[config.mk]
export PLATFORM = sky130hd
export DESIGN_NAME = flash_tlul_rsp
export DESIGN_NICKNAME = d
export VERILOG_FILES = /design/src/rtl/top_pkg.sv /design/src/rtl/flash_tlul_pkg.sv /design/src/rtl/flash_tlul_req_chk.sv /design/src/rtl/flash_tlul_rsp.sv
export SDC_FILE = /design/constraint.sdc
export NUM_CORES = 1
export LEC_CHECK = 0
export ABC_AREA = 1
export BUFFER_PORTS_ARGS = -buffer_cell sky130_fd_sc_hd__buf_2
export CAP_MARGIN = 20
export CORE_MARGIN = 8
export CORE_UTILIZATION = 43
export DETAILED_ROUTE_END_ITERATION = 7
export PLACE_DENSITY = 0.77
export SYNTH_ARGS = -nofsm -noshare
export SYNTH_HDL_FRONTEND = slang
export SYNTH_SLANG_ARGS = --single-unit
[constraint.sdc]
create_clock -name clk_i -period 1.3 [get_ports clk_i]
set_input_delay 0 -clock clk_i [delete_from_list [all_inputs] [get_ports clk_i]]
set_output_delay 0 -clock clk_i [all_outputs]
set_load 0.02 [all_outputs]
[src/rtl/top_pkg.sv]
// Bus and flash width constants shared by the TL-UL fabric and the flash
// controller. Other blocks size their ports from these values.
package top_pkg;

    localparam int TL_AW    = 32;        // TL-UL byte address width
    localparam int TL_DW    = 32;        // TL-UL data width
    localparam int TL_DBW   = TL_DW / 8; // byte-mask width
    localparam int TL_SZW   = 2;         // size field (log2 bytes)
    localparam int TL_AIW   = 8;         // A-channel source ID width
    localparam int TL_DIW   = 1;         // D-channel sink ID width
    localparam int TL_DUW   = 16;        // D-channel user width
    localparam int FLASH_AW = 16;        // flash word address (256 KiB of 32-bit words)
    localparam int FLASH_DW = 32;        // flash read word width

endpackage

[src/rtl/flash_tlul_pkg.sv]
// Shared types and constants for the flash TL-UL responder: FSM state enum,
// TL-UL opcode encodings, flash window size and the largest legal read size.
package flash_tlul_pkg;

    import top_pkg::*;

    typedef enum logic [1:0] {
        ST_IDLE = 2'd0,
        ST_READ = 2'd1,
        ST_RESP = 2'd2
    } state_e;

    // A-channel opcodes
    localparam logic [2:0] OP_PUT_FULL    = 3'd0;
    localparam logic [2:0] OP_PUT_PARTIAL = 3'd1;
    localparam logic [2:0] OP_GET         = 3'd4;

    // D-channel opcodes
    localparam logic [2:0] OP_ACCESS_ACK      = 3'd0;
    localparam logic [2:0] OP_ACCESS_ACK_DATA = 3'd1;

    // The flash window is 2^WIN_BITS bytes; BaseAddr must be aligned to it.
    localparam int WIN_BITS = 18;

    // Reads wider than one 32-bit word are rejected.
    localparam logic [TL_SZW-1:0] MAX_RD_SIZE = TL_SZW'(2);

endpackage

[src/rtl/flash_tlul_req_chk.sv]
// Combinational request classifier.
//   opcode_i   : A-channel opcode
//   addr_win_i : address bits above the flash window offset
//   size_i     : A-channel size (log2 bytes)
//   good_o     : request is a legal in-window read that must go to flash
//   d_opcode_o : D opcode for an error response (AccessAck for Puts,
//                AccessAckData for everything else)
module flash_tlul_req_chk
    import top_pkg::*;
    import flash_tlul_pkg::*;
#(
    parameter logic [TL_AW-1:0] BaseAddr = 32'h2000_0000
) (
    input  logic [2:0]                opcode_i,
    input  logic [TL_AW-WIN_BITS-1:0] addr_win_i,
    input  logic [TL_SZW-1:0]         size_i,
    output logic                      good_o,
    output logic [2:0]                d_opcode_o
);

    logic is_get;
    logic is_put;
    logic in_window;
    logic size_ok;

    assign is_get    = (opcode_i == OP_GET);
    assign is_put    = (opcode_i == OP_PUT_FULL) || (opcode_i == OP_PUT_PARTIAL);
    assign in_window = (addr_win_i == BaseAddr[TL_AW-1:WIN_BITS]);
    assign size_ok   = (size_i <= MAX_RD_SIZE);

    assign good_o     = is_get & in_window & size_ok;
    assign d_opcode_o = is_put ? OP_ACCESS_ACK : OP_ACCESS_ACK_DATA;

endmodule

[src/rtl/flash_tlul_rsp.sv]
// TL-UL device responder for embedded-flash reads. Accepts one request at a
// time, performs a single read handshake with the flash controller for legal
// in-window Gets, and answers everything else with an error response.
//   clk_i, rst_i      : clock, synchronous active-high reset
//   tl_a_*            : TL-UL A channel (request) from the crossbar
//   tl_d_*            : TL-UL D channel (response) to the crossbar
//   flash_req_o/addr_o: read request to the flash controller, held until done
//   flash_rd_*_i      : read completion pulse, data and error from flash
module flash_tlul_rsp
    import top_pkg::*;
    import flash_tlul_pkg::*;
#(
    parameter logic [TL_AW-1:0] BaseAddr = 32'h2000_0000
) (
    input  logic                 clk_i,
    input  logic                 rst_i,
    input  logic                 tl_a_valid_i,
    output logic                 tl_a_ready_o,
    input  logic [2:0]           tl_a_opcode_i,
    input  logic [TL_SZW-1:0]    tl_a_size_i,
    input  logic [TL_AIW-1:0]    tl_a_source_i,
    input  logic [TL_AW-1:0]     tl_a_address_i,
    input  logic [TL_DBW-1:0]    tl_a_mask_i,
    output logic                 tl_d_valid_o,
    input  logic                 tl_d_ready_i,
    output logic [2:0]           tl_d_opcode_o,
    output logic [TL_SZW-1:0]    tl_d_size_o,
    output logic [TL_AIW-1:0]    tl_d_source_o,
    output logic [TL_DIW-1:0]    tl_d_sink_o,
    output logic [TL_DUW-1:0]    tl_d_user_o,
    output logic [TL_DW-1:0]     tl_d_data_o,
    output logic                 tl_d_error_o,
    output logic                 flash_req_o,
    output logic [FLASH_AW-1:0]  flash_addr_o,
    input  logic                 flash_rd_done_i,
    input  logic [FLASH_DW-1:0]  flash_rdata_i,
    input  logic                 flash_rd_err_i
);

    state_e               state_q, state_d;
    logic [TL_AIW-1:0]    source_q, source_d;
    logic [TL_SZW-1:0]    size_q, size_d;
    logic [FLASH_AW-1:0]  addr_q, addr_d;
    logic [2:0]           d_opcode_q, d_opcode_d;
    logic [TL_DW-1:0]     data_q, data_d;
    logic                 error_q, error_d;

    logic                 req_good;
    logic [2:0]           req_d_opcode;
    logic                 d_valid;

    // Mask is irrelevant for reads and writes are never executed; sub-word
    // reads return the whole aligned word, so the byte offset is dropped.
    logic unused_inputs;
    assign unused_inputs = ^{tl_a_mask_i, tl_a_address_i[1:0]};

    flash_tlul_req_chk #(
        .BaseAddr(BaseAddr)
    ) u_req_chk (
        .opcode_i  (tl_a_opcode_i),
        .addr_win_i(tl_a_address_i[TL_AW-1:WIN_BITS]),
        .size_i    (tl_a_size_i),
        .good_o    (req_good),
        .d_opcode_o(req_d_opcode)
    );

    always_comb begin
        state_d    = state_q;
        source_d   = source_q;
        size_d     = size_q;
        addr_d     = addr_q;
        d_opcode_d = d_opcode_q;
        data_d     = data_q;
        error_d    = error_q;

        case (state_q)
            ST_IDLE: begin
                if (tl_a_valid_i) begin
                    source_d   = tl_a_source_i;
                    size_d     = tl_a_size_i;
                    addr_d     = tl_a_address_i[FLASH_AW+1:2];
                    data_d     = '0;
                    d_opcode_d = req_d_opcode;
                    if (req_good) begin
                        error_d = 1'b0;
                        state_d = ST_READ;
                    end else begin
                        // Rejected requests skip flash entirely.
                        error_d = 1'b1;
                        state_d = ST_RESP;
                    end
                end
            end
            ST_READ: begin
                if (flash_rd_done_i) begin
                    data_d     = flash_rd_err_i ? '0 : flash_rdata_i;
                    error_d    = flash_rd_err_i;
                    d_opcode_d = OP_ACCESS_ACK_DATA;
                    state_d    = ST_RESP;
                end
            end
            ST_RESP: begin
                if (tl_d_ready_i) begin
                    state_d = ST_IDLE;
                end
            end
            default: state_d = ST_IDLE;
        endcase
    end

    always_ff @(posedge clk_i) begin
        if (rst_i) begin
            state_q    <= ST_IDLE;
            source_q   <= '0;
            size_q     <= '0;
            addr_q     <= '0;
            d_opcode_q <= '0;
            data_q     <= '0;
            error_q    <= 1'b0;
        end else begin
            state_q    <= state_d;
            source_q   <= source_d;
            size_q     <= size_d;
            addr_q     <= addr_d;
            d_opcode_q <= d_opcode_d;
            data_q     <= data_d;
            error_q    <= error_d;
        end
    end

    // Handshake outputs depend only on state, never on inputs.
    assign tl_a_ready_o = (state_q == ST_IDLE);
    assign d_valid      = (state_q == ST_RESP);
    assign flash_req_o  = (state_q == ST_READ);
    assign flash_addr_o = addr_q;

    // D payload is driven only while a response is presented, so the bus
    // sees zeros between responses.
    assign tl_d_valid_o  = d_valid;
    assign tl_d_opcode_o = d_valid ? d_opcode_q : '0;
    assign tl_d_size_o   = d_valid ? size_q     : '0;
    assign tl_d_source_o = d_valid ? source_q   : '0;
    assign tl_d_data_o   = d_valid ? data_q     : '0;
    assign tl_d_error_o  = d_valid ? error_q    : 1'b0;
    assign tl_d_sink_o   = '0;
    assign tl_d_user_o   = '0;

endmodule

; Word-level counts from Yosys, hierarchy flattened
; Cells that the tools add are included.
[word_totals]
reg_bits = 64
latchBits = 0
ramBits = 0
rom_bits = 0
input_bits = 87
n_memories = 0
[classes]
addsub = 0
mul = 0
div = 0
magnitude_cmp = 1
n_eq_ne = 8
shifts = 0
n_mux = 22
n_bitwise = 2
n_reduce_logical = 7
[ops]
columns = op, count
row1 = $mux 32, 4
row2 = $pmux 32 s2, 1
row3 = $eq 14x12->1 const B, 1
row4 = $mux 2, 5
row5 = $mux 3, 3
row6 = $mux 8, 1
row7 = $pmux 2 s3, 1
row8 = $pmux 3 s2, 1
row9 = $reduce_and 3->1, 2
row10 = $mux 1, 5
row11 = $ne 2x2->1 const B, 2
row12 = $eq 3x1->1 const B, 1
row13 = $eq 3x3->1 const B, 1
row14 = $logic_not 3->1, 1
row15 = $and 1x1->1, 2
row16 = $eq 2x1->1 const B, 1
row17 = $eq 2x2->1 const B, 1
row18 = $le 2x2->1 const B, 1
row19 = $logic_not 2->1, 1
row20 = $ne 2x1->1 const B, 1
row21 = $pmux 1 s2, 1
row22 = $reduce_and 2->1, 1
row23 = $reduce_bool 2->1, 1
row24 = $logic_or 1x1->1, 1

; Logic depth before layout (Yosys ltp)
[logic_depth]
ltp_word = 6
mapped_depth = 8
depth_no_buf = 7

; Cells and area by module
; Synthesis repeated with hierarchy kept, for this count alone.
[hier_totals]
cells_unflattened = 563
hier_area_um2 = 3389.5
[by_module_without_submodules]
columns = mod, instances, cells_each, area_per_inst_um2
row1 = flash_tlul_rsp, 1, 536, 3274.4
row2 = flash_tlul_req_chk, 1, 27, 115.1

; Worst setup path after synthesis
; Ideal clock, no wire load.
[synth_timing]
kind = register -> register
from = reg state_q[0]
to = reg source_q[3]
t_arrival_ns = 1.277
t_required_ns = 1.181
setup_slack_ns = -0.097
stages_incl_launch_ff = 8
synth_period_minus_slack_ns = 1.397
cell_sequence = dfxtp_1 -> nor2_2 -> inv_1 -> nor2_4 -> inv_2 -> buf_2 -> o21ai_0 -> a21oi_1
[synth_between]
elab_chain_len = 2
[synth_lines]
columns = element, line_no
row1 = start: declaration, flash_tlul_rsp.sv:40  ; state_e state_q, state_d;
row2 = start signal: assignment, flash_tlul_rsp.sv:121  ; state_q <= state_d;
row3 = $logic_not 2->1, -
row4 = named net tl_a_ready_o, flash_tlul_rsp.sv:18  ; output logic tl_a_ready_o,
row5 = $reduce_and 2->1 (no source line), -
row6 = end signal: assignment, flash_tlul_rsp.sv:122  ; source_q <= source_d;
row7 = end: declaration, flash_tlul_rsp.sv:41  ; logic [TL_AIW-1:0] source_q, source_d;
; The timed path passes the listed nets, and every way through them passes these cells.
; A chain may end at the register's enable or synchronous reset.

; Worst setup path in the final report
[layout_timing]
from = reg state_q[1]
to = out tl_d_data_o[9]
[layout_between]
elab_chain_len = 2
[layout_lines]
columns = element, line_no
row1 = $eq 2x2->1, flash_tlul_rsp.sv:133  ; assign d_valid = (state_q == ST_RESP);
row2 = $mux 32, flash_tlul_rsp.sv:143  ; assign tl_d_data_o = d_valid ? data_q : '0;
row3 = end: declaration, flash_tlul_rsp.sv:31  ; output logic [TL_DW-1:0] tl_d_data_o,
; Every way passes these cells.

==> impl_metrics.prom <==
# TYPE chip_impl_metric gauge
chip_impl_metric{name="total_drc_errors_in_the_routed_layout",unit=""} 0
chip_impl_metric{name="die_y",unit="µm"} 97.3
chip_impl_metric{name="ys_async_sr_fraction",unit="%"} 0
chip_impl_metric{name="dp_slack",unit="ns"} -0.0586
chip_impl_metric{name="grt_start_max_net_pins",unit=""} 37
chip_impl_info{name="hold_path.startpoint",value="tl_a_address_i[28]"} 1
chip_impl_metric{name="worst_clock_skew",unit="ns"} 0.00602
chip_impl_metric{name="vias_per_cell",unit=""} 4.96
chip_impl_metric{name="final_core_utilization",unit="%"} 79.0
chip_impl_info{name="failing_checks",value="setup timing"} 1
chip_impl_metric{name="setup-tns-final",unit="ns"} -1.14
chip_impl_metric{name="boundaryPins",unit=""} 169
chip_impl_metric{name="globalRouteOverflowTotal",unit=""} 0
chip_impl_info{name="rsz0062_at_grt",value="true"} 1
chip_impl_metric{name="finalHoldViolCount",unit=""} 0
chip_impl_metric{name="critical-path-max-stage-delay",unit="ns"} 0.38
chip_impl_metric{name="synth_compound_area_share",unit="%"} 13.5
chip_impl_info{name="most_instantiated_flip_flop_cell_in_the_synthesis_netlist",value="sky130_fd_sc_hd__dfxtp_1"} 1
chip_impl_info{name="grt_busiest_layer",value="met2"} 1
chip_impl_metric{name="grtUsageMet3",unit="%"} 6.33
chip_impl_metric{name="worst_ep_required_time",unit="ns"} 1.30
chip_impl_metric{name="synth_enable_flop_cells",unit=""} 0
chip_impl_metric{name="synth.yosys.seq_area_share",unit="%"} 43.6
chip_impl_metric{name="die-width",unit="µm"} 97.3
chip_impl_metric{name="area_growth_syn_to_layout",unit="%"} 77.4
chip_impl_metric{name="avgSynthCellArea",unit="µm²"} 6.85
chip_impl_info{name="timing.hold.worst.class",value="in -> reg"} 1
chip_impl_info{name="max_stage_delay_cell_worst_path",value="sky130_fd_sc_hd__dfxtp_4"} 1
chip_impl_info{name="cp-start-kind",value="flip-flop"} 1
chip_impl_metric{name="post-dp-hpwl",unit="mm"} 6.13
chip_impl_metric{name="vdd_drop_max",unit="µV"} 891
chip_impl_metric{name="clkSinkCount",unit=""} 62
chip_impl_metric{name="period_minus_slack",unit="ns"} 1.38
chip_impl_info{name="yosys.cell_count.top_type",value="sky130_fd_sc_hd__nor2_1"} 1
chip_impl_info{name="timing.critical_path.cells",value="buf_8 -> nand2_8 -> buf_12 -> nor2_1 -> buf_4"} 1
chip_impl_metric{name="cts.htree.levels",unit=""} 3
chip_impl_metric{name="sequential_power_share",unit="%"} 36.5
chip_impl_metric{name="place.port_buffers",unit=""} 143
chip_impl_metric{name="final_critical_path_setup_slack",unit="ns"} -0.0797
chip_impl_metric{name="p_clk_share",unit="%"} 32.7
chip_impl_metric{name="cellInternalPower",unit="mW"} 3.92
chip_impl_info{name="status",value="finished, violations left"} 1
chip_impl_metric{name="vias_in_the_first_global_route",unit=""} 3405
chip_impl_metric{name="drv.max_cap_violation_count",unit=""} 0
chip_impl_metric{name="report.power.total",unit="mW"} 5.85
chip_impl_metric{name="slew_viol_final",unit=""} 0
chip_impl_metric{name="ys_seq_elements",unit=""} 62
chip_impl_info{name="worst-setup-path-type",value="reg -> out"} 1
chip_impl_metric{name="grt_usage",unit="%"} 20.4
chip_impl_metric{name="drt_wl_total",unit="mm"} 11.3
chip_impl_metric{name="reg2reg_slack",unit="ns"} -0.07
chip_impl_metric{name="worstPathBufferInverterCount",unit=""} 3
chip_impl_metric{name="number_of_antenna_violations_at_the_first_check_in_global_routing",unit=""} 4
chip_impl_metric{name="path_clk_slew",unit="ns"} 0.07
chip_impl_info{name="critPathCaptureType",value="primary output"} 1
chip_impl_metric{name="critical_path_arrival",unit="ns"} 1.38
chip_impl_metric{name="remaining_antenna_violation_count_after_routing",unit=""} 0
chip_impl_metric{name="comb_power_share",unit="%"} 30.8
chip_impl_metric{name="netlist_instances",unit=""} 415
chip_impl_metric{name="floorplan.die_area",unit="mm²"} 0.00947
chip_impl_metric{name="netlist.area_leader.share",unit="%"} 43.6
chip_impl_info{name="most_instantiated_cells_after_synthesis",value="sky130_fd_sc_hd__nor2_1, sky130_fd_sc_hd__dfxtp_1, sky130_fd_sc_hd__inv_1"} 1
chip_impl_metric{name="gp_routability_congestion",unit=""} 0.782
chip_impl_metric{name="clock_tree.buffer_depth",unit=""} 2
chip_impl_metric{name="dr_total_vias",unit=""} 3535
chip_impl_info{name="cts_tree",value="done"} 1
chip_impl_info{name="synth.largest_area_cell",value="sky130_fd_sc_hd__dfxtp_1"} 1
chip_impl_metric{name="p_leak",unit="nW"} 2.16
chip_impl_metric{name="synthesis.yosys.warnings",unit=""} 0
chip_impl_info{name="crit_family",value="buffers and inverters"} 1
chip_impl_metric{name="worstRegToRegCells",unit=""} 7
chip_impl_metric{name="timing.hold.worst_path_depth",unit=""} 4
chip_impl_info{name="root_buffer",value="sky130_fd_sc_hd__clkbuf_8"} 1
chip_impl_metric{name="synth_simple_gate_area_share",unit="%"} 25.6
chip_impl_info{name="hold-path-endpoint",value="state_q[0]"} 1
chip_impl_metric{name="final.period_utilization",unit="%"} 106
chip_impl_metric{name="fmaxAchievable",unit="MHz"} 725
chip_impl_metric{name="drt_first_pass_iters",unit=""} 5
chip_impl_metric{name="detailedRoute.firstIterationViolations",unit=""} 193
chip_impl_metric{name="routedWlPerCell",unit="µm"} 15.8
chip_impl_metric{name="core_region_area",unit="mm²"} 0.00639
chip_impl_metric{name="netSwitchingPower",unit="mW"} 1.93
chip_impl_metric{name="cellPowerDensity",unit="mW/mm²"} 1160
chip_impl_info{name="post_synth_main_area_contributors",value="sky130_fd_sc_hd__dfxtp_1, sky130_fd_sc_hd__nor2_1, sky130_fd_sc_hd__a21oi_1, sky130_fd_sc_hd__inv_1, sky130_fd_sc_hd__nand3_1"} 1
chip_impl_metric{name="setup_viol_count_final",unit=""} 46
chip_impl_metric{name="post_synth_mux_area_share",unit="%"} 0
chip_impl_metric{name="grt_pass1_wl",unit="mm"} 16.3
chip_impl_metric{name="fillCellCount",unit=""} 426
chip_impl_metric{name="clkLatencyLatePin",unit="ns"} 0.34
chip_impl_metric{name="cts-buffers-inserted",unit=""} 9
chip_impl_metric{name="grt_use_met2",unit="%"} 35.6
chip_impl_info{name="worstReg2RegEnd",value="data_q[0]"} 1
chip_impl_metric{name="post_synth_num_cell_types",unit=""} 21
chip_impl_metric{name="rows",unit=""} 29
chip_impl_info{name="main_combinational_cell_family_by_area_after_synthesis",value="simple AND/OR/NAND/NOR gates"} 1
chip_impl_metric{name="synthXorXnorAreaFrac",unit="%"} 0
chip_impl_metric{name="switching_share",unit="%"} 33.0
chip_impl_metric{name="syn_area",unit="mm²"} 0.00284
chip_impl_metric{name="drive_above_1_share",unit="%"} 36.9
chip_impl_metric{name="synth_adder_area_share",unit="%"} 0
chip_impl_metric{name="cp_max_fo",unit=""} 11
chip_impl_metric{name="grt_util_met1",unit="%"} 21.5
chip_impl_metric{name="fin_nets",unit=""} 713
chip_impl_info{name="worst_r2r_startpoint",value="state_q[1]"} 1
chip_impl_metric{name="initial_utilization",unit="%"} 44.5
## flip-flops by register name, summed over array words and instances, names as in the netlist
register and flops:
state_q 2, source_q 8, d_opcode_q 1, data_q 32, flash_addr_o 16, error_q 1
size_q 2
## stage by stage
stage | cells | hold slack (ns) | instance area, µm²
2_1_floorplan | 433 | 0.135 | 2920
3_3_place_gp | 623 | 0.222 | 3600
3_5_place_dp | 623 | 0.232 | 3600
4_1_cts | 703 | 0.000238 | 4640
5_1_grt | 712 | 0.0841 | 5050
6_report | 712 | 0.0513 | 5050
## worst max-delay path by stage
stage / from / end / slack [ns] / cells after the start
after floorplan: state_q[1] / data_q[0] / 0.002 / 8
after global placement: state_q[0] / source_q[3] / 0.01 / 6
after detailed placement: state_q[0] / data_q[13] / -0.06 / 8
after CTS: state_q[1] / tl_d_data_o[30] / -0.03 / 5
after global routing: state_q[1] / tl_d_data_o[9] / -0.12 / 5
final: state_q[1] / tl_d_data_o[9] / -0.08 / 5
## worst reg2reg max path: stages (launching register included)
cell,delay [ns]
sky130_fd_sc_hd__dfxtp_4,0.36
sky130_fd_sc_hd__inv_1,0.07
sky130_fd_sc_hd__nand2_2,0.07
sky130_fd_sc_hd__buf_4,0.16
sky130_fd_sc_hd__nor2_4,0.16
sky130_fd_sc_hd__buf_12,0.18
sky130_fd_sc_hd__nand3_1,0.12
sky130_fd_sc_hd__a21oi_2,0.16
## layout make-up
| class | instances | area (µm²) | area share (%) |
|---|---|---|---|
| flip-flops and latches | 62 | 1250 | 24.7 |
| inverters | 57 | 219 | 4.34 |
| well taps | 77 | 96.3 | 1.91 |
| clock buffers | 10 | 138 | 2.73 |
| multi-input cells | 271 | 1430 | 28.3 |
| diodes | 4 | 10.0 | 0.198 |
| clock inverters | 6 | 85.1 | 1.69 |
| repair buffers | 225 | 1820 | 36.1 |
## cell usage in the layout, fill, tap and decap left out, drive strengths merged
| master | Yosys | layout |
|---|---|---|
| a21oi | 45 | 45 |
| buf | 31 | 160 |
| bufinv | 0 | 2 |
| clkbuf | 13 | 12 |
| clkinv | 0 | 2 |
| clkinvlp | 0 | 2 |
| conb | 1 | 19 |
| dfxtp | 62 | 62 |
| diode | 0 | 4 |
| dlygate4sd3 | 0 | 63 |
| inv | 57 | 57 |
| nand2 | 41 | 42 |
| nand3 | 31 | 31 |
| nand3b | 1 | 1 |
| nand4 | 2 | 2 |
| nor2 | 97 | 97 |
| nor3 | 1 | 1 |
| nor3b | 2 | 2 |
| o21ai | 31 | 31 |
## logic make-up after synthesis
kind of cell,count (synthesis)
flops,62
buf+inv,101
simple gates,175
other cells,1
compound gates,76
## power groups by stage
stage | Clock, mW | Combinational, mW | Sequential (mW)
2_1_floorplan | 0 | 0.785 | 2.24
3_3_place_gp | 0 | 1.27 | 2.15
3_5_place_dp | 0 | 1.28 | 2.16
4_1_cts | 1.93 | 1.53 | 2.12
5_1_grt | 2.01 | 1.94 | 2.15
6_report | 1.91 | 1.80 | 2.13
## per-layer routing
layer	vias to the layer above	part of all wire, %
li1	1675	-
met1	1627	37
met2	187	50
met3	46	7.4
met4	0	4.9
met5	-	0
## repair_timing
item,4_1_cts,5_1_grt
pin swaps,0,1
resized for setup,65,91
setup buffers,0,1
hold buffers,63,0
gates cloned,1,4
endpoints found under the setup margin,88,79
endpoints found under the hold margin,61,0
(Power assumes the default switching activity.)
